===== src/rtl/m_wb_initiator_pkg.sv =====
// Shared definitions for the scripted Wishbone classic initiator: FSM state
// encodings, the addresses of the existing responders, and the register
// bundles carried by the initiator core.
package m_wb_initiator_pkg;

   // Initiator FSM states. The encodings are fixed because harness software
   // and waveform decoders rely on them.
   typedef enum logic [1:0] {
      ST_IDLE = 2'b00,
      ST_BUS  = 2'b01,
      ST_RESP = 2'b10
   } state_t;

   // Base addresses of the responders currently on the harness bus.
   localparam logic [31:0] SIMPLE_REG_BASE = 32'h6000_0004;
   localparam logic [31:0] DYN_REG_BASE    = 32'h6000_0010;

   // Registered Wishbone request. CYC_O and STB_O are both driven from cyc.
   typedef struct packed {
      logic        cyc;
      logic        we;
      logic [31:0] adr;
      logic [31:0] dat;
      logic [3:0]  sel;
   } wb_req_t;

   // Registered response fields. The wait count lives outside the struct
   // because its width is a module parameter.
   typedef struct packed {
      logic        valid;
      logic        err;
      logic [31:0] dat;
   } rsp_t;

   // Read data returned to the command side: writes always report zero so
   // the caller never sees stale bus data.
   function automatic logic [31:0] read_data(input logic we, input logic [31:0] bus_dat);
      return we ? 32'h0000_0000 : bus_dat;
   endfunction

   // True for addresses that currently have a responder behind them. Useful
   // for harness code that wants to skip the watchdog path deliberately.
   function automatic logic is_known_responder(input logic [31:0] adr);
      return (adr == SIMPLE_REG_BASE) || (adr == DYN_REG_BASE);
   endfunction

endpackage


===== src/rtl/m_wb_initiator_watchdog.sv =====
// Wait/timeout counter for a Wishbone cycle. Counts strobe cycles without an
// acknowledge and flags when the configured limit is reached. The counter
// saturates at the limit so it can never wrap back to a small value.
module m_wb_initiator_watchdog #(
   parameter int TOW     = 8,
   parameter int TIMEOUT = 255
) (
   input  logic           CLK_I,
   input  logic           RST_I,
   input  logic           clr,
   input  logic           en,
   output logic [TOW-1:0] count,
   output logic           hit
);

   localparam logic [TOW-1:0] LIMIT = TOW'(TIMEOUT);

   assign hit = (count == LIMIT);

   // Counter: cleared on reset or at the start of a cycle, advanced once per
   // unacknowledged strobe cycle, held once the limit is reached.
   // NOTE: sequential state uses non-blocking assignments so every register
   // samples its inputs from before the edge; reset is synchronous here.
   always_ff @(posedge CLK_I) begin
      if (RST_I || clr) begin
         count <= '0;
      end else if (en && !hit) begin
         count <= count + 1'b1;
      end
   end

endmodule


===== src/rtl/m_wb_initiator.sv =====
// Scripted Wishbone classic initiator. Accepts one command at a time over a
// valid/ready handshake, runs exactly one single-beat Wishbone cycle for it,
// and returns read data, a timeout flag and the number of wait cycles.
// Every output except cmd_ready is registered.
module m_wb_initiator
   import m_wb_initiator_pkg::*;
#(
   parameter int TOW     = 8,
   parameter int TIMEOUT = 255
) (
   input  logic           CLK_I,
   input  logic           RST_I,
   // command side
   input  logic           cmd_valid,
   output logic           cmd_ready,
   input  logic           cmd_we,
   input  logic [31:0]    cmd_adr,
   input  logic [31:0]    cmd_dat,
   input  logic [3:0]     cmd_sel,
   // response side
   output logic           rsp_valid,
   input  logic           rsp_ready,
   output logic [31:0]    rsp_dat,
   output logic           rsp_err,
   output logic [TOW-1:0] rsp_wait,
   // Wishbone classic initiator port
   output logic           CYC_O,
   output logic           STB_O,
   output logic           WE_O,
   output logic [31:0]    ADR_O,
   output logic [31:0]    DAT_O,
   output logic [3:0]     SEL_O,
   input  logic           ACK_I,
   input  logic [31:0]    DAT_I
);

   state_t         state_q;
   state_t         state_d;
   wb_req_t        req_q;
   wb_req_t        req_d;
   rsp_t           rsp_q;
   rsp_t           rsp_d;
   logic [TOW-1:0] wait_q;
   logic [TOW-1:0] wait_d;

   logic [TOW-1:0] wd_count;
   logic           wd_hit;
   logic           wd_clr;
   logic           wd_en;

   // Ready depends on state and reset only, never on cmd_valid, so a caller
   // may wait for ready before presenting a command.
   assign cmd_ready = (state_q == ST_IDLE) && !RST_I;

   m_wb_initiator_watchdog #(
      .TOW     (TOW),
      .TIMEOUT (TIMEOUT)
   ) u_watchdog (
      .CLK_I (CLK_I),
      .RST_I (RST_I),
      .clr   (wd_clr),
      .en    (wd_en),
      .count (wd_count),
      .hit   (wd_hit)
   );

   // State register.
   always_ff @(posedge CLK_I) begin
      if (RST_I) begin
         state_q <= ST_IDLE;
      end else begin
         state_q <= state_d;
      end
   end

   // Next-state logic: IDLE -> BUS on accept, BUS -> RESP on ack or
   // timeout, RESP -> IDLE once the response is consumed.
   // NOTE: every variable written in a combinational block gets a default at
   // the top so no path leaves it unassigned and infers a latch.
   always_comb begin
      state_d = state_q;
      unique case (state_q)
         ST_IDLE: if (cmd_valid)             state_d = ST_BUS;
         ST_BUS:  if (ACK_I || wd_hit)       state_d = ST_RESP;
         ST_RESP: if (rsp_ready)             state_d = ST_IDLE;
         default:                            state_d = ST_IDLE;
      endcase
   end

   // Output logic: computes the next value of every registered output.
   // Address, data and selects are left untouched after a cycle ends, so
   // responders must qualify with STB_O. ACK_I outside BUS is ignored.
   always_comb begin
      req_d  = req_q;
      rsp_d  = rsp_q;
      wait_d = wait_q;
      wd_clr = 1'b0;
      wd_en  = 1'b0;
      unique case (state_q)
         ST_IDLE: begin
            if (cmd_valid) begin
               req_d  = '{cyc: 1'b1, we: cmd_we, adr: cmd_adr, dat: cmd_dat, sel: cmd_sel};
               wd_clr = 1'b1;
            end
         end
         ST_BUS: begin
            if (ACK_I) begin
               // Acknowledge wins over a timeout on the same edge.
               req_d.cyc = 1'b0;
               req_d.we  = 1'b0;
               rsp_d     = '{valid: 1'b1, err: 1'b0, dat: read_data(req_q.we, DAT_I)};
               wait_d    = wd_count;
            end else if (wd_hit) begin
               req_d.cyc = 1'b0;
               req_d.we  = 1'b0;
               rsp_d     = '{valid: 1'b1, err: 1'b1, dat: 32'h0000_0000};
               wait_d    = wd_count;
            end else begin
               wd_en = 1'b1;
            end
         end
         ST_RESP: begin
            if (rsp_ready) begin
               rsp_d.valid = 1'b0;
            end
         end
         default: ;
      endcase
   end

   // Output registers. Reset drops the bus cycle immediately and discards
   // any response that was still being collected.
   always_ff @(posedge CLK_I) begin
      if (RST_I) begin
         req_q  <= '0;
         rsp_q  <= '0;
         wait_q <= '0;
      end else begin
         req_q  <= req_d;
         rsp_q  <= rsp_d;
         wait_q <= wait_d;
      end
   end

   assign CYC_O     = req_q.cyc;
   assign STB_O     = req_q.cyc;
   assign WE_O      = req_q.we;
   assign ADR_O     = req_q.adr;
   assign DAT_O     = req_q.dat;
   assign SEL_O     = req_q.sel;
   assign rsp_valid = rsp_q.valid;
   assign rsp_err   = rsp_q.err;
   assign rsp_dat   = rsp_q.dat;
   assign rsp_wait  = wait_q;

endmodule


===== config.mk =====
export PLATFORM = sky130hd
export DESIGN_NAME = m_wb_initiator
export DESIGN_NICKNAME = d
export VERILOG_FILES = /design/src/rtl/m_wb_initiator_pkg.sv /design/src/rtl/m_wb_initiator_watchdog.sv /design/src/rtl/m_wb_initiator.sv
export SDC_FILE = /design/constraint.sdc
export NUM_CORES = 1
export LEC_CHECK = 0
export ABC_AREA = 0
export CORE_MARGIN = 5
export CORE_UTILIZATION = 40
export DETAILED_ROUTE_END_ITERATION = 7
export PLACE_DENSITY = 0.74
export SYNTH_ARGS = -nofsm -noshare
export SYNTH_HDL_FRONTEND = slang
export SYNTH_SLANG_ARGS = --single-unit

===== constraint.sdc =====
create_clock -name CLK_I -period 2.3 [get_ports CLK_I]
set_clock_uncertainty 0.15 [all_clocks]
set_input_delay 0.46 -clock CLK_I [delete_from_list [all_inputs] [get_ports CLK_I]]
set_output_delay 0.46 -clock CLK_I [all_outputs]
set_load 0.01 [all_outputs]

# Yosys cells after proc, flatten, opt, wreduce, memory -nomap -nowiden
# Cells that the tools add are included.
# op_classes
add_sub_neg	1
eq_ne	7
muxes	20
n_reduce_logical	15
# ops
cell	count
two-way mux 70 bit	1
two-way mux 34 bit	2
two-way mux 32 bit	1
two-way mux 8 bit	2
two-way mux 2 bit	5
AND reduction 3 bit	3
adder 8 x 1 -> 8 bit, second input constant	1
== test 8 bit, second input constant	1
two-way mux 1 bit	6
inequality test 2 bit, second input constant	3
one-hot mux 2 bit (3 select lines)	1
nonzero test 2 bit	3
one-hot mux 2 bit (2 select lines)	1
AND reduction 2 bit	2
inequality test 3 x 2 -> 1 bit, second input constant	1
== test 2 x 1 -> 1 bit, second input constant	1
== test 2 bit, second input constant	1
logical AND 1 bit	2
logical NOT 1 bit	2
logical NOT 2 bit	1
logical OR 1 bit	2
one-hot mux 1 bit (2 select lines)	1
# totals
regBits	122
output_inout_bits	114
elab_cells	54

# Longest topological paths before layout
# Gate-level depths: netlist of run 1.
# logic_depth
depth_word	5
ltp_mapped	8
ltp_nobuf	6

# Cells and area by module
# From an unflattened synthesis of run 1, not the netlist that was laid out.
# unflattened
hier_cells	561
area_unflattened_um2	4595.7
# modules_own_cells
mod	instances	cells_per_inst	area_each_um2	seq_area_each_um2
m_wb_initiator	1	512	4170.2	2282.2
m_wb_initiator_watchdog	1	49	425.4	160.2

# Worst setup path after synthesis of run 1
# Ideal clock, no wire load.
# synth_path
path_kind	input port to output port
from	input RST_I
to	output cmd_ready
t_arrival_ns	1.370
required_time_ns	1.690
path_slack_ns	0.320
cell_stages	4
path_buffers	3
path_cell_list	clkbuf_1 clkbuf_1 buf_1 nor2_1
# synth_between
elab_chain_len	2
# synth_lines
item	line	text
from (decl)	m_wb_initiator.sv:12	input logic RST_I,
logical NOT 1 bit	m_wb_initiator.sv:53	assign cmd_ready = (state_q == ST_IDLE) && !RST_I;
logical AND 1 bit	m_wb_initiator.sv:53	
to (decl)	m_wb_initiator.sv:15	output logic cmd_ready,
# No other way between the ends.

# Final worst setup path of run 1
# layout_path
from	register state_q[1]
to	output cmd_ready
# layout_between
elab_chain_len	2
# layout_lines
item	line	text
from (decl)	m_wb_initiator.sv:37	state_t state_q;
from (signal assigned)	m_wb_initiator.sv:72	state_q <= state_d;
logical NOT 2 bit	m_wb_initiator.sv:53	
logical AND 1 bit	m_wb_initiator.sv:53	
# No other way between the ends.

==> results of run 1 <==
-- path summary, 6_finish.rpt --
path                                                  startpoint                      end  slack (ns)  cells past startpoint
worst min-delay path                      ADR_O[16]$_SDFFE_PP0P_   ADR_O[16]$_SDFFE_PP0P_        0.30                      2
worst max-delay path                     state_q[1]$_SDFFE_PP0P_                cmd_ready        0.15                      5
worst max register to register  u_watchdog.count[0]$_SDFFE_PP0P_  rsp_dat[8]$_SDFFE_PP0P_        0.21                      6
worst min register to register            ADR_O[16]$_SDFFE_PP0P_   ADR_O[16]$_SDFFE_PP0P_        0.30                      2
-- registers in the layout, indices dropped and copies added (netlist names) --
register	count
ADR_O	32
DAT_O	32
rsp_dat	32
rsp_wait	8
u_watchdog.count	8
SEL_O	4
state_q	2
CYC_O	1
WE_O	1
rsp_err	1
rsp_valid	1
-- cell type report --
class | count | area, µm² | area share (%)
Sequential cell | 122 | 2444 | 31.65
Timing Repair Buffer | 230 | 2322 | 30.08
Multi-Input combinational cell | 389 | 2180 | 28.23
Clock buffer | 21 | 460.4 | 5.963
Tap cell | 147 | 183.9 | 2.382
Clock inverter | 11 | 97.59 | 1.264
Inverter | 9 | 33.78 | 0.4375
-- critical path: stages, from the launching register on --
cell,delay (ns)
dfxtp_1,0.37
inv_1,0.11
ha_1,0.21
inv_1,0.14
nor2_1,0.06
clkdlybuf4s15_1,0.26
-- Yosys cell counts (3+ instances only) --
cell type	count	area, µm²
nand2_1	173	649.4
dfxtp_1	122	2442
a21oi_1	76	380.4
nand2b_1	42	262.8
mux2i_1	34	340.3
clkbuf_1	24	90.09
nor2_1	10	37.54
inv_1	9	33.78
o21ai_0	7	35.03
ha_1	6	75.07
buf_2	5	25.02
nand4b_1	5	43.79
buf_4	4	30.03
buf_6	4	45.04
a211oi_1	3	22.52
xor2_1	3	26.28
-- what timing repair did --
item,in CTS,in global routing
setup endpoints to repair,1,1
hold buffers,0,0
gates resized for setup,1,2
-- report_power, final --
group / switching [mW] / internal [mW]
combinational: 1.11 / 1.08
clock: 0.937 / 1.54
sequential: 0.167 / 2.40
-- metal layers --
| layer | part of all wire (%) | up-vias |
|---|---|---|
| met5 | 0 | - |
| met4 | 2.4 | 0 |
| met3 | 11 | 26 |
| met2 | 45 | 203 |
| met1 | 41 | 2006 |
| li1 | - | 2245 |
-- logic make-up (layout without fill, tap and decap cells) --
kind of cell | after synthesis | after routing | synth area share (%)
xor gates and xnor gates | 5 | 5 | 0.9055
DFF | 122 | 122 | 50.49
buffers and inverters | 48 | 271 | 4.785
muxes | 34 | 34 | 7.036
and+or+nand+nor | 244 | 244 | 23.18
AOI/OAI and AO/OA | 100 | 100 | 12.05
adders and majority gates | 6 | 6 | 1.552
==> results_dict.tcl, run 1 <==
set metrics [dict create \
    via_per_inst 4.822 \
    final_common_cell "clkdlybuf4s50_1" \
    gp_congestion 0.8245 \
    yosys_warnings 0 \
    cts_tree "built" \
    setup_tns_ns 0 \
    fill_cells 996 \
    grt_pass1_wl_mm 23.32 \
    use_met1_pct 23.17 \
    post_cts_buffers 0 \
    layout_common_cells "clkdlybuf4s50_1 (217), nand2_1 (172), dfxtp_1 (121)" \
    cp-start-kind "flip-flop" \
    synth_area_per_cell_um2 8.653 \
    grt_pass1_vias 4620 \
    synthArstFlopShare_pct 0 \
    cp.arrival_ns 1.54 \
    met2_usage_pct 33.02 \
    htreeDepth 4 \
    ys_seq_elements 122 \
    wl_per_cell_um 15.66 \
    syn_inst 559 \
    peakVddDrop_mv 0.4280 \
    path_max_fanout 4 \
    gr-usage-met3_pct 8.388 \
    root_buffer "clkbuf_16" \
    die_w_um 120.0 \
    grtUsageTotal_pct 20.04 \
    cap_violations 0 \
    clk_pin_slew_ns 0.05 \
    report.final.slew_viol_count 0 \
    drc 0 \
    first_iter_violations 320 \
    min_period_ns 2.147 \
    fmax_ghz 0.4658 \
    dr_total_vias 4480 \
    fin_ws_ns 0.1533 \
    ys_types 42 \
    p_total_mw 7.237 \
    utilization_pct 64.82 \
    instances_no_fill 929 \
    core-area_um2 11910 \
    cts_buffers 17 \
    powerDensity_nw_per_um2 937.3 \
    finalCritPeriodShare_pct 93.34 \
    dpl_cell_area_um2 7162 \
    setup_violations 0 \
    hold_viol 0 \
    overflow 0 \
    maxSlewHeadroom_pct 56.11 \
    hold_path_class "flip-flop to flip-flop" \
    syn_to_final_growth_pct 59.62 \
    syn_nets 671 \
    worstMarginPinSlew_ns 0.6584 \
    crit_type "flip-flop to output pin" \
    start_util_pct 40.61 \
    final_area_um2 7721 \
    power_leakage_nw 3.003 \
    whs_ns 0.3026 \
    io_buffers 219 \
    dp_slack_ns 0.1018 \
    diodes 0 \
    nets 881 \
    cts_sinks 122 \
    dp.cells 897 \
    synth-edff-count 0 \
    grt_max_degree 73 \
    io_pins 220 \
    rsz0062_at_grt "no" \
    cts_buffer_depth 2 \
    syn-cell-area_um2 4837 \
    post-dp-hpwl_mm 10.48 \
    grt.busiest_layer "met2" \
    ys_seq_area_share_pct 50.49 \
    required_ns 1.69 \
    worst_setup_path_end_kind "output pin" \
    drive_gt1_share_pct 7.161 \
    dr.pass1.iters 4 \
    die_h_um 120.0 \
    antenna_found_initial 0 \
    status "finished clean" \
    rows 40 \
    design.die.area_um2 14390 \
    ant_nets 0 \
    synth_top_flop_cell "dfxtp_1" \
    insertion_delay_ns 0.40 \
    drt-total-wl_mm 14.55 \
]
No activity file was read; power rests on OpenSTA's default activity.
==> run 2, diff against run 1 <==
- CORE_ASPECT_RATIO: not set -> 0.7
==> results_dict.tcl, run 2 (synthesis results as in run 1) <==
set metrics [dict create \
    final_common_cell "clkdlybuf4s50_1" \
    finalCritPeriodShare_pct 93.99 \
    post-dp-hpwl_mm 10.37 \
    grt_pass1_wl_mm 22.69 \
    hold_viol 0 \
    dr.pass1.iters 4 \
    cts_tree "built" \
    syn_to_final_growth_pct 61.12 \
    path_max_fanout 4 \
    dp.cells 907 \
    htreeDepth 4 \
    cp.arrival_ns 1.55 \
    grtUsageTotal_pct 19.54 \
    peakVddDrop_mv 0.5036 \
    clk_pin_slew_ns 0.05 \
    root_buffer "clkbuf_16" \
    wl_per_cell_um 15.15 \
    die_w_um 141.4 \
    cp-start-kind "flip-flop" \
    worst_setup_path_end_kind "output pin" \
    io_buffers 219 \
    crit_path_top_delay_cell "dfxtp_1" \
    first_iter_violations 239 \
    insertion_delay_ns 0.39 \
    overflow 0 \
    switchingPower_mw 2.186 \
    required_ns 1.69 \
    cts_buffers 17 \
    nets 881 \
    worstMarginPinSlew_ns 0.8384 \
    cellInternalPower_mw 5.323 \
    status "finished clean" \
    die_h_um 102.0 \
    grt_pass1_vias 4502 \
    min_period_ns 2.162 \
    rsz0062_at_grt "no" \
    cts_buffer_depth 2 \
    start_util_pct 41.11 \
    cap_violations 0 \
    crit_chain "inv_1, ha_1, inv_1, nor2_1, dlygate4sd2_1" \
    switching_share_pct 29.11 \
    ant_nets 0 \
    power_leakage_nw 3.028 \
    io_pins 220 \
    grt_max_degree 92 \
    rows 33 \
    via_per_inst 4.826 \
    post_cts_buffers 0 \
    power.share.clock_pct 36.8 \
    gp_congestion 0.8670 \
    instances_no_fill 939 \
    drc 0 \
    drt-total-wl_mm 14.22 \
    drive_gt1_share_pct 7.161 \
    fill_cells 967 \
    setup_tns_ns 0 \
    design.die.area_um2 14430 \
    core-area_um2 11770 \
    crit_buf_inv 3 \
    critPathMaxStageDelay_ns 0.35 \
    crit_top_cell "inv_1" \
    report.final.slew_viol_count 0 \
    crit_type "flip-flop to output pin" \
    critPathTopFamily "buffers and inverters" \
    pwr-share-comb_pct 29.1 \
    setup_violations 0 \
    dr_total_vias 4532 \
    cts_sinks 122 \
    p_seq_share_pct 34.2 \
    hold_path_class "flip-flop to flip-flop" \
    layout_common_cells "clkdlybuf4s50_1 (217), nand2_1 (172), dfxtp_1 (121)" \
    fmax_ghz 0.4626 \
    antenna_found_initial 0 \
    powerDensity_nw_per_um2 963.4 \
    maxSlewHeadroom_pct 44.11 \
    diodes 0 \
]
==> run 2: per-layer routing <==
layer	vias up	track usage (%)	wire (µm)
li1	2256	-	-
met1	2122	24.88	6169
met2	140	32.09	6847
met3	14	6.268	1021
met4	0	5.900	184
met5	-	0	0
==> run 2: power by group through the flow <==
stage | logic, mW | registers [mW] | clock network (mW)
6_report | 2.18 | 2.56 | 2.76
2_1_floorplan | 1.07 | 2.71 | 0
4_1_cts | 2.22 | 2.56 | 2.83
3_5_place_dp | 2.20 | 2.61 | 0
5_1_grt | 2.39 | 2.60 | 2.93
3_3_place_gp | 2.16 | 2.59 | 0
==> run 2: repair_timing <==
| action | CTS | global route |
|---|---|---|
| resized for setup | 1 | 1 |
| endpoints found under the setup margin | 1 | 1 |
| hold buffers | 0 | 0 |
==> run 2: worst register-to-register path, cell delays in order (launching register included) <==
cell,delay [ns]
dfxtp_1,0.43
ha_1,0.29
nand4_4,0.17
o21bai_2,0.35
nand2_4,0.09
buf_12,0.19
mux2i_1,0.17
==> run 2: final timing paths <==
path | start | endpoint | slack [ns] | depth (start not counted)
worst max-delay path | state_q[1]$_SDFFE_PP0P_ | cmd_ready | 0.14 | 5
worst min-delay path | DAT_O[27]$_SDFFE_PP0P_ | DAT_O[27]$_SDFFE_PP0P_ | 0.30 | 2
worst max register to register | u_watchdog.count[0]$_SDFFE_PP0P_ | rsp_dat[25]$_SDFFE_PP0P_ | 0.34 | 6
worst min register to register | DAT_O[27]$_SDFFE_PP0P_ | DAT_O[27]$_SDFFE_PP0P_ | 0.30 | 2
==> run 2: area by class of cell <==
class / instances / area, µm² / share of cell area (%)
sequential: 122 / 2444 / 31.35
timing repair buffer: 230 / 2321 / 29.78
multi-input combinational: 389 / 2180 / 27.97
clock buffer: 20 / 446.7 / 5.731
tap: 157 / 196.4 / 2.520
clock inverter: 12 / 172.7 / 2.215
inverter: 9 / 33.78 / 0.4335
==> run 2: per-stage QoR <==
step	area [µm²]	setup WS (ns)	utilization [%]	hold slack, ns	power (mW)
4_1_cts	7792	0.03670	66.22	0.3031	7.608
3_3_place_gp	7174	0.1386	60.97	0.2905	4.749
2_1_floorplan	4837	0.3196	-	0.3153	3.775
3_5_place_dp	7174	0.1309	60.97	0.2956	4.813
5_1_grt	7794	0.03625	66.23	0.3201	7.919
6_report	7794	0.1383	66.23	0.3035	7.508
==> run 3, diff against run 2 <==
- CAP_MARGIN: not set -> 40
- PLACE_DENSITY: 0.74 -> 0.75
- SYNTH_HIERARCHICAL: not set -> 1
==> results_dict.tcl, run 3 <==
set metrics [dict create \
    status "finished clean" \
    synthTopCellsByArea "dfxtp_1 (53%), a21oi_1 (12%), nand2_1 (12%), nand4_1 (4.6%), o21ai_0 (4.6%)" \
    die_w_um 138.1 \
    finalCritPeriodShare_pct 97.62 \
    io_pins 220 \
    dp.cells 901 \
    rsz0062_at_grt "yes" \
    p_total_mw 5.750 \
    crit_type "flip-flop to flip-flop" \
    synth.most_common_cell "nand2_1" \
    cts_sinks 122 \
    instances_no_fill 933 \
    cp.arrival_ns 2.36 \
    synth_top_flop_cell "dfxtp_1" \
    post_cts_buffers 0 \
    power_leakage_nw 2.672 \
    die_h_um 99.68 \
    io_buffers 219 \
    synthArstFlopShare_pct 0 \
    reg2reg_from "u_watchdog/count[6]$_SDFFE_PP0P_" \
    start_util_pct 41.29 \
    cp-start-kind "flip-flop" \
    worstMarginPinSlew_ns 0.5353 \
    min_path_cells 2 \
    grt_pass1_vias 4679 \
    gp_congestion 0.8869 \
    drt-total-wl_mm 14.88 \
    worstHoldStart "DAT_O[8]$_SDFFE_PP0P_" \
    core-area_um2 11130 \
    design.die.area_um2 13770 \
    drc 0 \
    final_common_cell "clkdlybuf4s50_1" \
    antenna_found_initial 0 \
    wl_per_cell_um 15.94 \
    syn_to_final_growth_pct 64.42 \
    diodes 0 \
    cap_violations 0 \
    cts_tree "built" \
    path_max_fanout 6 \
    drive_gt1_share_pct 8.077 \
    yosys_warnings 6 \
    r2r_end "u_watchdog/count[3]$_SDFFE_PP0P_" \
    dpl_cell_area_um2 6940 \
    rows 32 \
    synth_top_area_cell "dfxtp_1" \
    synth-edff-count 0 \
    overflow 0 \
    report.final.slew_viol_count 0 \
    syn_nets 668 \
    synth_top_area_share_pct 53.14 \
    layout_common_cells "clkdlybuf4s50_1 (217), nand2_1 (146), dfxtp_1 (122)" \
    dr.pass1.iters 5 \
    min_period_ns 2.245 \
    insertion_delay_ns 0.40 \
    root_buffer "clkbuf_16" \
    ys_types 38 \
    first_iter_violations 298 \
    grt_pass1_wl_mm 23.87 \
    clk_pin_slew_ns 0.06 \
    crit_chain "and3_2, inv_1, nor3_1, or2_2, nor2_4, nand4_1, a2111oi_0" \
    peakVddDrop_mv 0.5088 \
    ys_seq_elements 122 \
    synth_top_cells_by_count "nand2_1 (147), dfxtp_1 (122), a21oi_1 (114)" \
    critPathMaxStageDelay_ns 0.50 \
    r2r_cells 7 \
    final_area_um2 7556 \
    min_to "DAT_O[8]$_SDFFE_PP0P_" \
    hold_viol 0 \
    crit_path_top_delay_cell "a2111oi_0" \
    worst_setup_path_end_kind "flip-flop" \
    syn_inst 561 \
    dr_total_vias 4764 \
    grt_max_degree 121 \
    syn-cell-area_um2 4596 \
    hold_path_class "flip-flop to flip-flop" \
    setup_violations 0 \
    post-dp-hpwl_mm 10.40 \
    required_ns 2.41 \
    grtUsageTotal_pct 21.15 \
    nets 874 \
    ys_seq_area_share_pct 53.14 \
    rrSetupSlack_ns 0.05 \
    htreeDepth 4 \
    powerDensity_nw_per_um2 760.9 \
    maxSlewHeadroom_pct 64.31 \
    ant_nets 0 \
    via_per_inst 5.106 \
    cts_buffer_depth 2 \
    fmax_ghz 0.4454 \
    synth_area_per_cell_um2 8.192 \
    cts_buffers 17 \
    fill_cells 915 \
]
==> run 3: cell types whose count changed after synthesis, moves of 7 or more <==
cell      before  now
nand2b_1      42    1
a21oi_1       76  114
o21ai_0        7   42
nand4_1        1   34
mux2i_1       34    4
nand2_1      173  147
nand3_1        1    8
nor2_1        10    3
==> run 3: final cells by class <==
class | instances | area, µm² | area share, %
Clock inverter | 13 | 168.9 | 2.235
Timing Repair Buffer | 238 | 2397 | 31.73
Tap cell | 153 | 191.4 | 2.534
Sequential cell | 122 | 2442 | 32.32
Inverter | 5 | 23.77 | 0.3146
Multi-Input combinational cell | 383 | 1889 | 25.00
Clock buffer | 19 | 442.9 | 5.862
==> run 3: worst max-delay path by stage <==
stage | endpoint | slack [ns] | startpoint
4_1_cts | cmd_ready | 0.07 | state_q[1]$_SDFFE_PP0P_
2_1_floorplan | u_watchdog/count[5]$_SDFFE_PP0P_ | 0.03 | u_watchdog/count[6]$_SDFFE_PP0P_
3_5_place_dp | u_watchdog/count[5]$_SDFFE_PP0P_ | -0.01 | ACK_I
5_1_grt | u_watchdog/count[5]$_SDFFE_PP0P_ | -0.02 | u_watchdog/count[6]$_SDFFE_PP0P_
3_3_place_gp | u_watchdog/count[5]$_SDFFE_PP0P_ | 0.03 | ACK_I
6_report | u_watchdog/count[3]$_SDFFE_PP0P_ | 0.05 | u_watchdog/count[6]$_SDFFE_PP0P_
==> run 3: stage by stage <==
step                      TNS (ns)  hold slack, ns  setup slack, ns  utilization (%)
final                            0          0.3022          0.05465            67.88
after floorplan                  0          0.3120          0.03142                -
after global placement           0          0.2906          0.02971            62.35
after CTS                        0          0.3051          0.07219            67.85
after global routing      -0.02464          0.3186         -0.01541            67.88
after detailed placement  -0.02377          0.2971         -0.01259            62.35
==> run 3: critical path: cells and delay by family (launching register included) <==
family          cells  cell delay, ns
compound gates      1            0.50
buf+inv             1            0.09
flops               1            0.34
simple gates        5            1.03
==> run 3: kinds of logic after synthesis <==
| kind of cell | synth area share, % |
|---|---|
| AO/OA/AOI/OAI | 19.49 |
| adder cells (fa/ha/maj) | 0.2722 |
| buffers and inverters | 6.153 |
| flip-flops | 53.14 |
| multiplexers | 0.8713 |
| AND/OR/NAND/NOR | 20.07 |
==> run 3: routing by layer <==
layer / track usage, % / wire (µm)
met3: 7.689 / 1370
met1: 25.82 / 6335
met5: 0 / 0
met4: 8.125 / 243
met2: 34.45 / 6926
==> run 3: power breakdown <==
group	switching (mW)	internal, mW	leakage, nW	total (mW)
logic	0.359	0.416	1.39	0.775
clock network	0.971	1.74	0.286	2.71
registers	0.0534	2.21	0.995	2.26
==> run 3: repair_timing <==
action                                  4_1_cts  5_1_grt
resized for setup                             0        2
endpoints found under the setup margin        0       24
endpoints found under the hold margin         0        0
hold buffers                                  0        0
